<file path="src/rtl/membus_pkg.sv">
// Shared widths and helpers for the membus arbiter slice.
// Pure definitions; no logic.
package membus_pkg;

    localparam int MEMBUS_ADDR_WIDTH = 20;
    // Matches the core's memory data width.
    localparam int MEMBUS_DATA_WIDTH = 64;

    function automatic int port_idx_width(input int n);
        return (n > 1) ? $clog2(n) : 1;
    endfunction

endpackage

</file>
<file path="src/rtl/membus_id_fifo.sv">
// Synchronous FIFO with a first-word fall-through head: rdata shows the oldest entry with no read latency.
// push is ignored while full, and pop is ignored while empty. full and empty come from the registered count.
module membus_id_fifo #(
    parameter int WIDTH      = 1,
    parameter int DEPTH_LOG2 = 2
) (
    input  logic             clk,
    input  logic             rst,
    input  logic             push,
    input  logic             pop,
    input  logic [WIDTH-1:0] wdata,
    output logic [WIDTH-1:0] rdata,
    output logic             full,
    output logic             empty
);
    localparam int DEPTH = 1 << DEPTH_LOG2;

    logic [WIDTH-1:0]      mem [DEPTH];
    logic [DEPTH_LOG2-1:0] rptr;
    logic [DEPTH_LOG2-1:0] wptr;
    logic [DEPTH_LOG2:0]   count;
    logic                  do_push;
    logic                  do_pop;

    assign full    = count[DEPTH_LOG2];
    assign empty   = (count == '0);
    assign do_push = push & ~full;
    assign do_pop  = pop & ~empty;
    assign rdata   = mem[rptr];

    always_ff @(posedge clk) begin
        if (rst) begin
            rptr  <= '0;
            wptr  <= '0;
            count <= '0;
        end else begin
            if (do_push) wptr <= wptr + DEPTH_LOG2'(1);
            if (do_pop)  rptr <= rptr + DEPTH_LOG2'(1);
            count <= count + (DEPTH_LOG2+1)'(do_push) - (DEPTH_LOG2+1)'(do_pop);
        end
    end

    always_ff @(posedge clk) begin
        if (do_push) mem[wptr] <= wdata;
    end

endmodule

</file>
<file path="src/rtl/membus_arbiter.sv">
// Round-robin, in-order merge of NUM_PORTS membus masters onto one slave, with responses routed back by an ID FIFO.
// Request and response paths are combinational. A stalled grant stays locked until it is accepted, and requests stop while the ID FIFO is full.
module membus_arbiter
    import membus_pkg::*;
#(
    parameter int NUM_PORTS     = 2,
    parameter int ADDR_WIDTH    = MEMBUS_ADDR_WIDTH,
    parameter int DATA_WIDTH    = MEMBUS_DATA_WIDTH,
    parameter int ID_DEPTH_LOG2 = 2
) (
    input  logic                             clk,
    input  logic                             rst,
    input  logic [NUM_PORTS-1:0]             m_valid,
    output logic [NUM_PORTS-1:0]             m_ready,
    input  logic [NUM_PORTS*ADDR_WIDTH-1:0]  m_addr,
    input  logic [NUM_PORTS-1:0]             m_wen,
    input  logic [NUM_PORTS*DATA_WIDTH-1:0]  m_wdata,
    output logic [NUM_PORTS-1:0]             m_rvalid,
    output logic [DATA_WIDTH-1:0]            m_rdata,
    output logic                             s_valid,
    input  logic                             s_ready,
    output logic [ADDR_WIDTH-1:0]            s_addr,
    output logic                             s_wen,
    output logic [DATA_WIDTH-1:0]            s_wdata,
    input  logic                             s_rvalid,
    input  logic [DATA_WIDTH-1:0]            s_rdata,
    output logic                             err
);
    localparam int IW = port_idx_width(NUM_PORTS);

    logic [IW-1:0] ptr;
    logic [IW-1:0] lk;
    logic          lock;
    logic [IW-1:0] gnt;
    logic [IW-1:0] head;
    logic          fifo_full;
    logic          fifo_empty;
    logic          accept;

    // Later offsets are visited first so the nearest requester from start wins.
    function automatic logic [IW-1:0] rr_pick(input logic [NUM_PORTS-1:0] req,
                                              input logic [IW-1:0]        start);
        logic [IW-1:0] pick;
        int            idx;
        pick = start;
        for (int i = NUM_PORTS - 1; i >= 0; i--) begin
            idx = (int'(start) + i) % NUM_PORTS;
            if (req[idx]) pick = IW'(idx);
        end
        return pick;
    endfunction

    assign gnt     = lock ? lk : rr_pick(m_valid, ptr);
    assign s_valid = (|m_valid) & ~fifo_full & ~rst;
    assign s_addr  = m_addr[gnt*ADDR_WIDTH +: ADDR_WIDTH];
    assign s_wen   = m_wen[gnt];
    assign s_wdata = m_wdata[gnt*DATA_WIDTH +: DATA_WIDTH];
    assign accept  = s_valid & s_ready;
    assign m_rdata = s_rdata;

    always_comb begin
        m_ready = '0;
        if (!fifo_full && !rst) m_ready[gnt] = s_ready;
    end

    always_comb begin
        m_rvalid = '0;
        if (s_rvalid && !fifo_empty && !rst) m_rvalid[head] = 1'b1;
    end

    always_ff @(posedge clk) begin
        if (rst) begin
            ptr  <= '0;
            lk   <= '0;
            lock <= 1'b0;
            err  <= 1'b0;
        end else begin
            if (s_valid && !s_ready) begin
                lock <= 1'b1;
                lk   <= gnt;
            end else if (accept) begin
                lock <= 1'b0;
                ptr  <= (int'(gnt) == NUM_PORTS - 1) ? '0 : gnt + IW'(1);
            end
            if (s_rvalid && fifo_empty) err <= 1'b1;
        end
    end

    membus_id_fifo #(
        .WIDTH      (IW),
        .DEPTH_LOG2 (ID_DEPTH_LOG2)
    ) u_id_fifo (
        .clk   (clk),
        .rst   (rst),
        .push  (accept),
        .pop   (s_rvalid),
        .wdata (gnt),
        .rdata (head),
        .full  (fifo_full),
        .empty (fifo_empty)
    );

endmodule

</file>
<file path="config.mk">
export PLATFORM = sky130hd
export DESIGN_NAME = membus_arbiter
export DESIGN_NICKNAME = d
export VERILOG_FILES = /design/src/rtl/membus_pkg.sv /design/src/rtl/membus_id_fifo.sv /design/src/rtl/membus_arbiter.sv
export SDC_FILE = /design/constraint.sdc
export NUM_CORES = 1
export LEC_CHECK = 0
export CAP_MARGIN = 25
export CELL_PAD_IN_SITES_DETAIL_PLACEMENT = 0
export CELL_PAD_IN_SITES_GLOBAL_PLACEMENT = 1
export CORE_MARGIN = 10
export CORE_UTILIZATION = 13
export CTS_CLUSTER_SIZE = 28
export DETAILED_ROUTE_END_ITERATION = 12
export GPL_TIMING_DRIVEN = 0
export HOLD_SLACK_MARGIN = 0.15
export PLACE_DENSITY = 0.89
export SYNTH_ARGS = -nofsm -noshare
export SYNTH_HDL_FRONTEND = slang
export SYNTH_SLANG_ARGS = --single-unit
</file>
<file path="constraint.sdc">
create_clock -name clk -period 2.7 [get_ports clk]
set_input_delay 0.27 -clock clk [delete_from_list [all_inputs] [get_ports clk]]
set_output_delay 0.27 -clock clk [all_outputs]
set_load 0.02 [all_outputs]
</file>
==> results.yml, run 1 <==
global_route:
  grt_first_pass_wirelength_microns: 21800
  overflow: 0
  track_usage_pct: 11.9
  grt_pass1_vias: 3337
  grt_max_degree: 11
  grt_most_used_layer: "met2"
  grt_util_met1_pct: 12.3
  use_met2_pct: 22.1
  antenna_found_initial: 1
  use_met3_pct: 5.78
placed_design:
  place_hpwl_microns: 14200
  io_buffer_count: 330
  place_congestion: 0.800
  placed_cells: 793
  dpl_cell_area_sq_um: 5900
flow_run:
  cap_viol_max_count: 0
yosys:
  avgSynthCellArea_sq_um: 9.73
  synth_enable_flop_cells: 4
  yosys.area.top_type: "mux2_2"
  synth_top_area_share_pct: 38.4
  synth_commonest_cells: "mux2_2 (79), buf_4 (64), dfxtp_1 (13), nor2_1 (11), inv_1 (9)"
  ys_ff_latch: 17
  synthFlopType: "dfxtp_1"
  ys_async_sr_fraction_pct: 0
  ys_warn_count: 0
  syn-num-nets: 485
  synthMostInstantiatedCell: "mux2_2"
  ys_seq_area_share_pct: 16.4
  syn-instance-count: 238
  synth_area_sq_um: 2310
  netlist_top_cells_area: "mux2_2 (38%), buf_4 (21%), dfxtp_1 (11%)"
  yosys.cell_types.count: 29
finish:
  finalNetCount: 819
  final_layout_size_suffix_gt1_share_pct: 29.1
  final_util_pct: 34.8
  nFillCells: 1806
  areaGrowthSynthToFinish_pct: 161
  design_area_sq_um: 6040
  antenna_cells: 0
  fin_cells: 796
detailed_routing:
  vias: 2898
  drt_iter0_drc: 73
  via_per_inst: 3.64
  antenna_left: 0
  drc_errors: 0
  dr.pass1.iters: 4
  wl_microns: 15300
  wl_per_cell_microns: 19.3
sta:
  finalMaxSlewViolations: 0
  tns_ns: 0
  rsz0062_at_grt: "false"
  maxSlewHeadroom_pct: 71.4
  fin_crit_sh_pct: 92.1
  fin_worst_skew_ns: 0.00268
  clock.fmax_ghz: 0.402
  finalSetupViolations: 0
  worst_pin_slew_ns: 0.429
  hold_viol: 0
  fin_crit_ns: 2.49
hold_path:
  hold_class: "flop to flop"
  min_to: "err"
  whs_path_depth: 2
  hp-start: "err"
setup_path:
  r2r_cells: 10
  rr_startpoint: "u_id_fifo.count[2]"
  critical_path.max_fanout: 10
  crit_required_ns: 2.43
  cp.arrival_ns: 2.22
  worst_setup_path_end_kind: "primary output"
  rrSetupSlack_ns: 0.39
  worstSetupStartpointType: "primary input"
  reg2reg_to: "u_id_fifo.count[2]"
  crit_type: "primary input to primary output"
power:
  p_seq_share_pct: 15.1
  intPower_w: 0.00145
  p_switching_w: 0.000892
  ir_drop_mv: 0.251
  pwr-share-clk_pct: 12.5
  power_frac_comb_pct: 72.4
  sw_frac_of_total_pct: 38.0
  p_per_area_nw_per_um2: 389
  p_leak_nw: 2.83
run_status:
  status: "finished, final reports clean"
clock_tree:
  clockBufferDepth: 2
  path_clk_slew_ns: 0.05
  cts.sinks: 17
  cts_root_buffer: "clkbuf_16"
  htreeDepth: 1
  cts_hold_buffers: 0
  clock_latency_ns: 0.25
  cts_buffers: 3
  tritoncts: "built"
floorplanning:
  chipWidth_microns: 153
  num_rows: 48
  die_h_microns: 153
  pin_count: 395
  core_area_sq_um: 17400
  die_area_sq_um: 23500
  initial_core_util_pct: 13.3
-- cell type report --
cell class	instances	area (sq um)	area share [%]
repair buffers	330	3350	55.6
multi-input cells	136	1340	22.3
plain buffers	74	559	9.27
flip-flops and latches	17	380	6.30
well taps	225	282	4.66
clock buffers	3	75.1	1.24
inverters	10	37.5	0.622
clock inverters	1	5.00	0.0829
-- logic make-up (layout without fill, tap and decap cells) --
kind of cell             Yosys count  count (layout)  synth area share, %
AO/OA/AOI/OAI                      9               9                 2.32
XOR/XNOR                           5               5                 1.89
adder cells (fa/ha/maj)            7               7                 4.11
buffers and inverters             85             418                 25.5
flip-flops                        17              17                 16.4
multiplexers                      86              86                 43.3
AND/OR/NAND/NOR                   29              29                 6.43
-- worst max-delay path, stage by stage --
cell             delay (ns)
clkdlybuf4s50_1        0.50
inv_2                  0.04
a21oi_1                0.13
o31a_1                 0.16
buf_6                  0.16
buf_4                  0.23
mux2_2                 0.39
dlygate4sd2_1          0.34
-- placed cells by master, fill, tap and decap left out, types with 6 or more instances in the layout --
| cell | n |
|---|---|
| ha_1 | 6 |
| dfxtp_1 | 13 |
| mux2_2 | 79 |
| dlygate4sd2_1 | 44 |
| buf_4 | 71 |
| dlymetal6s2s_1 | 42 |
| clkdlybuf4s50_1 | 244 |
| inv_1 | 9 |
| nor2_1 | 11 |
| mux2_4 | 6 |
-- repair_timing --
action,4_1_cts,5_1_grt
hold endpoints to repair,0,0
resized for setup,51,42
endpoints found under the setup margin,77,44
setup buffers,0,0
-- per-stage QoR --
stage	setup slack [ns]	total power, W	hold slack [ns]
2_1_floorplan	0.615	0.00129	0.342
3_3_place_gp	-0.161	0.00216	0.450
3_5_place_dp	-0.157	0.00217	0.466
4_1_cts	0.00323	0.00242	0.479
5_1_grt	0.0314	0.00249	0.526
6_report	0.212	0.00235	0.482
-- metal layers --
metal	vias to the layer above	share of wire, %	wire [microns]
met3	8	11	1750
met2	188	53	8090
li1	1409	-	-
met1	1291	35	5430
met5	-	0.085	13
met4	2	0.40	61
-- power groups by stage --
stage | Combinational (W) | Sequential (W) | Clock [W]
floorplan | 0.000934 | 0.000355 | 0
global placement | 0.00180 | 0.000358 | 0
detailed placement | 0.00181 | 0.000359 | 0
CTS | 0.00176 | 0.000355 | 0.000303
global route | 0.00182 | 0.000360 | 0.000315
finish | 0.00170 | 0.000354 | 0.000294
-- worst max path at each step --
| stage | from | end | slack, ns | depth (start not counted) |
|---|---|---|---|---|
| after floorplan | u_id_fifo.count[2] | u_id_fifo.count[2] | 0.61 | 10 |
| after global placement | m_valid[0] | s_wdata[2] | -0.16 | 8 |
| after detailed placement | m_valid[0] | s_wdata[2] | -0.16 | 8 |
| after CTS | m_valid[0] | s_wdata[0] | 0.003 | 8 |
| after global routing | m_valid[0] | s_wdata[2] | 0.03 | 8 |
| final | m_valid[0] | s_wdata[55] | 0.21 | 8 |
Note: power is estimated with default switching activity, not from simulation.
==> run 2: changes to the inputs <==
--- a/config.mk
+++ b/config.mk
@@ -14,7 +14,8 @@
 export DETAILED_ROUTE_END_ITERATION = 12
 export GPL_TIMING_DRIVEN = 0
 export HOLD_SLACK_MARGIN = 0.15
-export PLACE_DENSITY = 0.89
+export PLACE_DENSITY_LB_ADDON = 0.3
+export RECOVER_POWER = 50
 export SYNTH_ARGS = -nofsm -noshare
 export SYNTH_HDL_FRONTEND = slang
 export SYNTH_SLANG_ARGS = --single-unit
==> run 2 against run 1 <==
  * Sequential share of layout area about the same
  * Setup slack got worse by 0.037 ns
  * Core utilization is 0.11 points lower
  * Sequential power barely moved
  * Cell area shrank 0.31%
  * First-iteration DRC count is 30% lower
  * Global-route usage rose by 1.1 points
  * Critical path type unchanged
  * Largest cell class unchanged
==> results.yml, run 2 (synthesis gave the netlist of run 1 again) <==
sta:
  tns_ns: 0
  clock.fmax_ghz: 0.396
  fin_worst_skew_ns: 0.00183
  maxSlewHeadroom_pct: 65.3
  fin_crit_sh_pct: 93.5
  rsz0062_at_grt: "false"
  worst_pin_slew_ns: 0.518
  hold_ws_ns: 0.474
  hold_viol: 0
  finalSetupViolations: 0
  fin_crit_ns: 2.52
  finalMaxSlewViolations: 0
floorplanning:
  die_area_sq_um: 23500
  die_h_microns: 153
  pin_count: 395
  initial_core_util_pct: 13.3
  num_rows: 48
  core_area_sq_um: 17400
  chipWidth_microns: 153
setup_path:
  crit_required_ns: 2.43
  critical_path.max_fanout: 10
  rrSetupSlack_ns: 0.42
  worst_setup_path_end_kind: "primary output"
  reg2reg_to: "u_id_fifo.count[2]"
  r2r_cells: 10
  crit_type: "primary input to primary output"
  rr_startpoint: "u_id_fifo.count[2]"
  cp.arrival_ns: 2.25
  worstSetupStartpointType: "primary input"
hold_path:
  whs_path_depth: 2
  min_to: "err"
  hold_class: "flop to flop"
  hp-start: "err"
power:
  p_leak_nw: 2.83
  p_per_area_nw_per_um2: 388
  ir_drop_mv: 0.312
  power_w: 0.00234
finish:
  layout_commonest_cell: "clkdlybuf4s50_1"
  design_area_sq_um: 6020
  nFillCells: 1779
  finalNetCount: 820
  antenna_cells: 0
  final_util_pct: 34.7
  areaGrowthSynthToFinish_pct: 160
  layout_common_cells: "clkdlybuf4s50_1 (175), mux2_2 (79), buf_4 (68), dlygate4sd3_1 (68), dlygate4sd2_1 (46)"
  final_layout_size_suffix_gt1_share_pct: 28.8
detailed_routing:
  vias: 2894
  wl_per_cell_microns: 21.0
  dr.pass1.iters: 4
  drt_iter0_drc: 51
  via_per_inst: 3.63
  antenna_left: 0
  drc_errors: 0
  wl_microns: 16800
clock_tree:
  cts.sinks: 17
  post_cts_buffers: 0
  htreeDepth: 1
  path_clk_slew_ns: 0.05
  clockBufferDepth: 2
  cts_buffers: 3
  cts_hold_buffers: 0
  cts_root_buffer: "clkbuf_16"
  clock_latency_ns: 0.25
  tritoncts: "built"
flow_run:
  cap_viol_max_count: 0
placed_design:
  place_congestion: 0.807
  place_hpwl_microns: 15600
  io_buffer_count: 330
  dpl_cell_area_sq_um: 5900
run_status:
  status: "finished, final reports clean"
global_route:
  antenna_found_initial: 2
  track_usage_pct: 13.0
  grt_max_degree: 11
  grt_pass1_vias: 3380
  grt_first_pass_wirelength_microns: 23300
  overflow: 0
## run 2: cell count changes in the layout (fill, tap and decap cells not counted), sizes merged
cell | before | now
buf | 73 | 72
clkbuf | 4 | 8
dlymetal6s2s | 42 | 39
dlygate4sd3 | 0 | 68
dlygate4sd2 | 44 | 46
clkdlybuf4s50 | 244 | 175
## run 2: report_power, final
part / total (W) / switching [W] / internal [W] / leakage, nW
registers: 0.000354 / 0.0000378 / 0.000316 / 0.144
logic: 0.00169 / 0.000774 / 0.000913 / 2.65
clock network: 0.000295 / 0.0000966 / 0.000198 / 0.0409
## run 2: repair_timing
item	CTS	global route
gates resized for setup	50	43
setup endpoints to repair	78	41
gates cloned	0	0
## run 2: per-stage QoR
stage / worst slack, ns / instances
after global routing: 0.0231 / 797
after floorplan: 0.615 / 238
after detailed placement: -0.195 / 793
final: 0.176 / 797
after global placement: -0.205 / 793
after CTS: -0.0706 / 797
## run 2: how the worst max path moves through the flow
stage	from	to	slack, ns	cells past startpoint
floorplan	u_id_fifo.count[2]	u_id_fifo.count[2]	0.61	10
global placement	m_valid[0]	s_addr[0]	-0.20	8
detailed placement	m_valid[0]	s_addr[0]	-0.19	8
CTS	m_valid[0]	s_wdata[50]	-0.07	8
global route	rst	u_id_fifo.count[1]	0.02	6
finish	m_valid[0]	s_addr[3]	0.18	9
## run 2: metal layers
| metal | vias up | global-route usage, % | wire [microns] |
|---|---|---|---|
| met5 | - | 0 | 21 |
| met4 | 4 | 1.35 | 63 |
| met3 | 6 | 5.30 | 1610 |
| met2 | 165 | 27.0 | 9820 |
| met1 | 1307 | 11.7 | 5240 |
| li1 | 1412 | - | - |
## run 2: final cells by class
type                            count  area, sq um  share of cell area, %
Buffer                             75          568                   9.44
Clock buffer                        3         75.1                   1.25
Sequential cell                    17          380                   6.32
Multi-Input combinational cell    136         1340                   22.2
Inverter                           10         37.5                  0.624
Timing Repair Buffer              330         3330                   55.4
Tap cell                          225          282                   4.68
Clock inverter                      1         5.00                 0.0832
## run 2: critical path, stage by stage
cell	delay, ns
clkdlybuf4s50_1	0.51
inv_2	0.05
a21oi_1	0.13
o31a_1	0.17
buf_6	0.14
buf_6	0.16
buf_6	0.18
mux2_4	0.31
dlygate4sd2_1	0.33
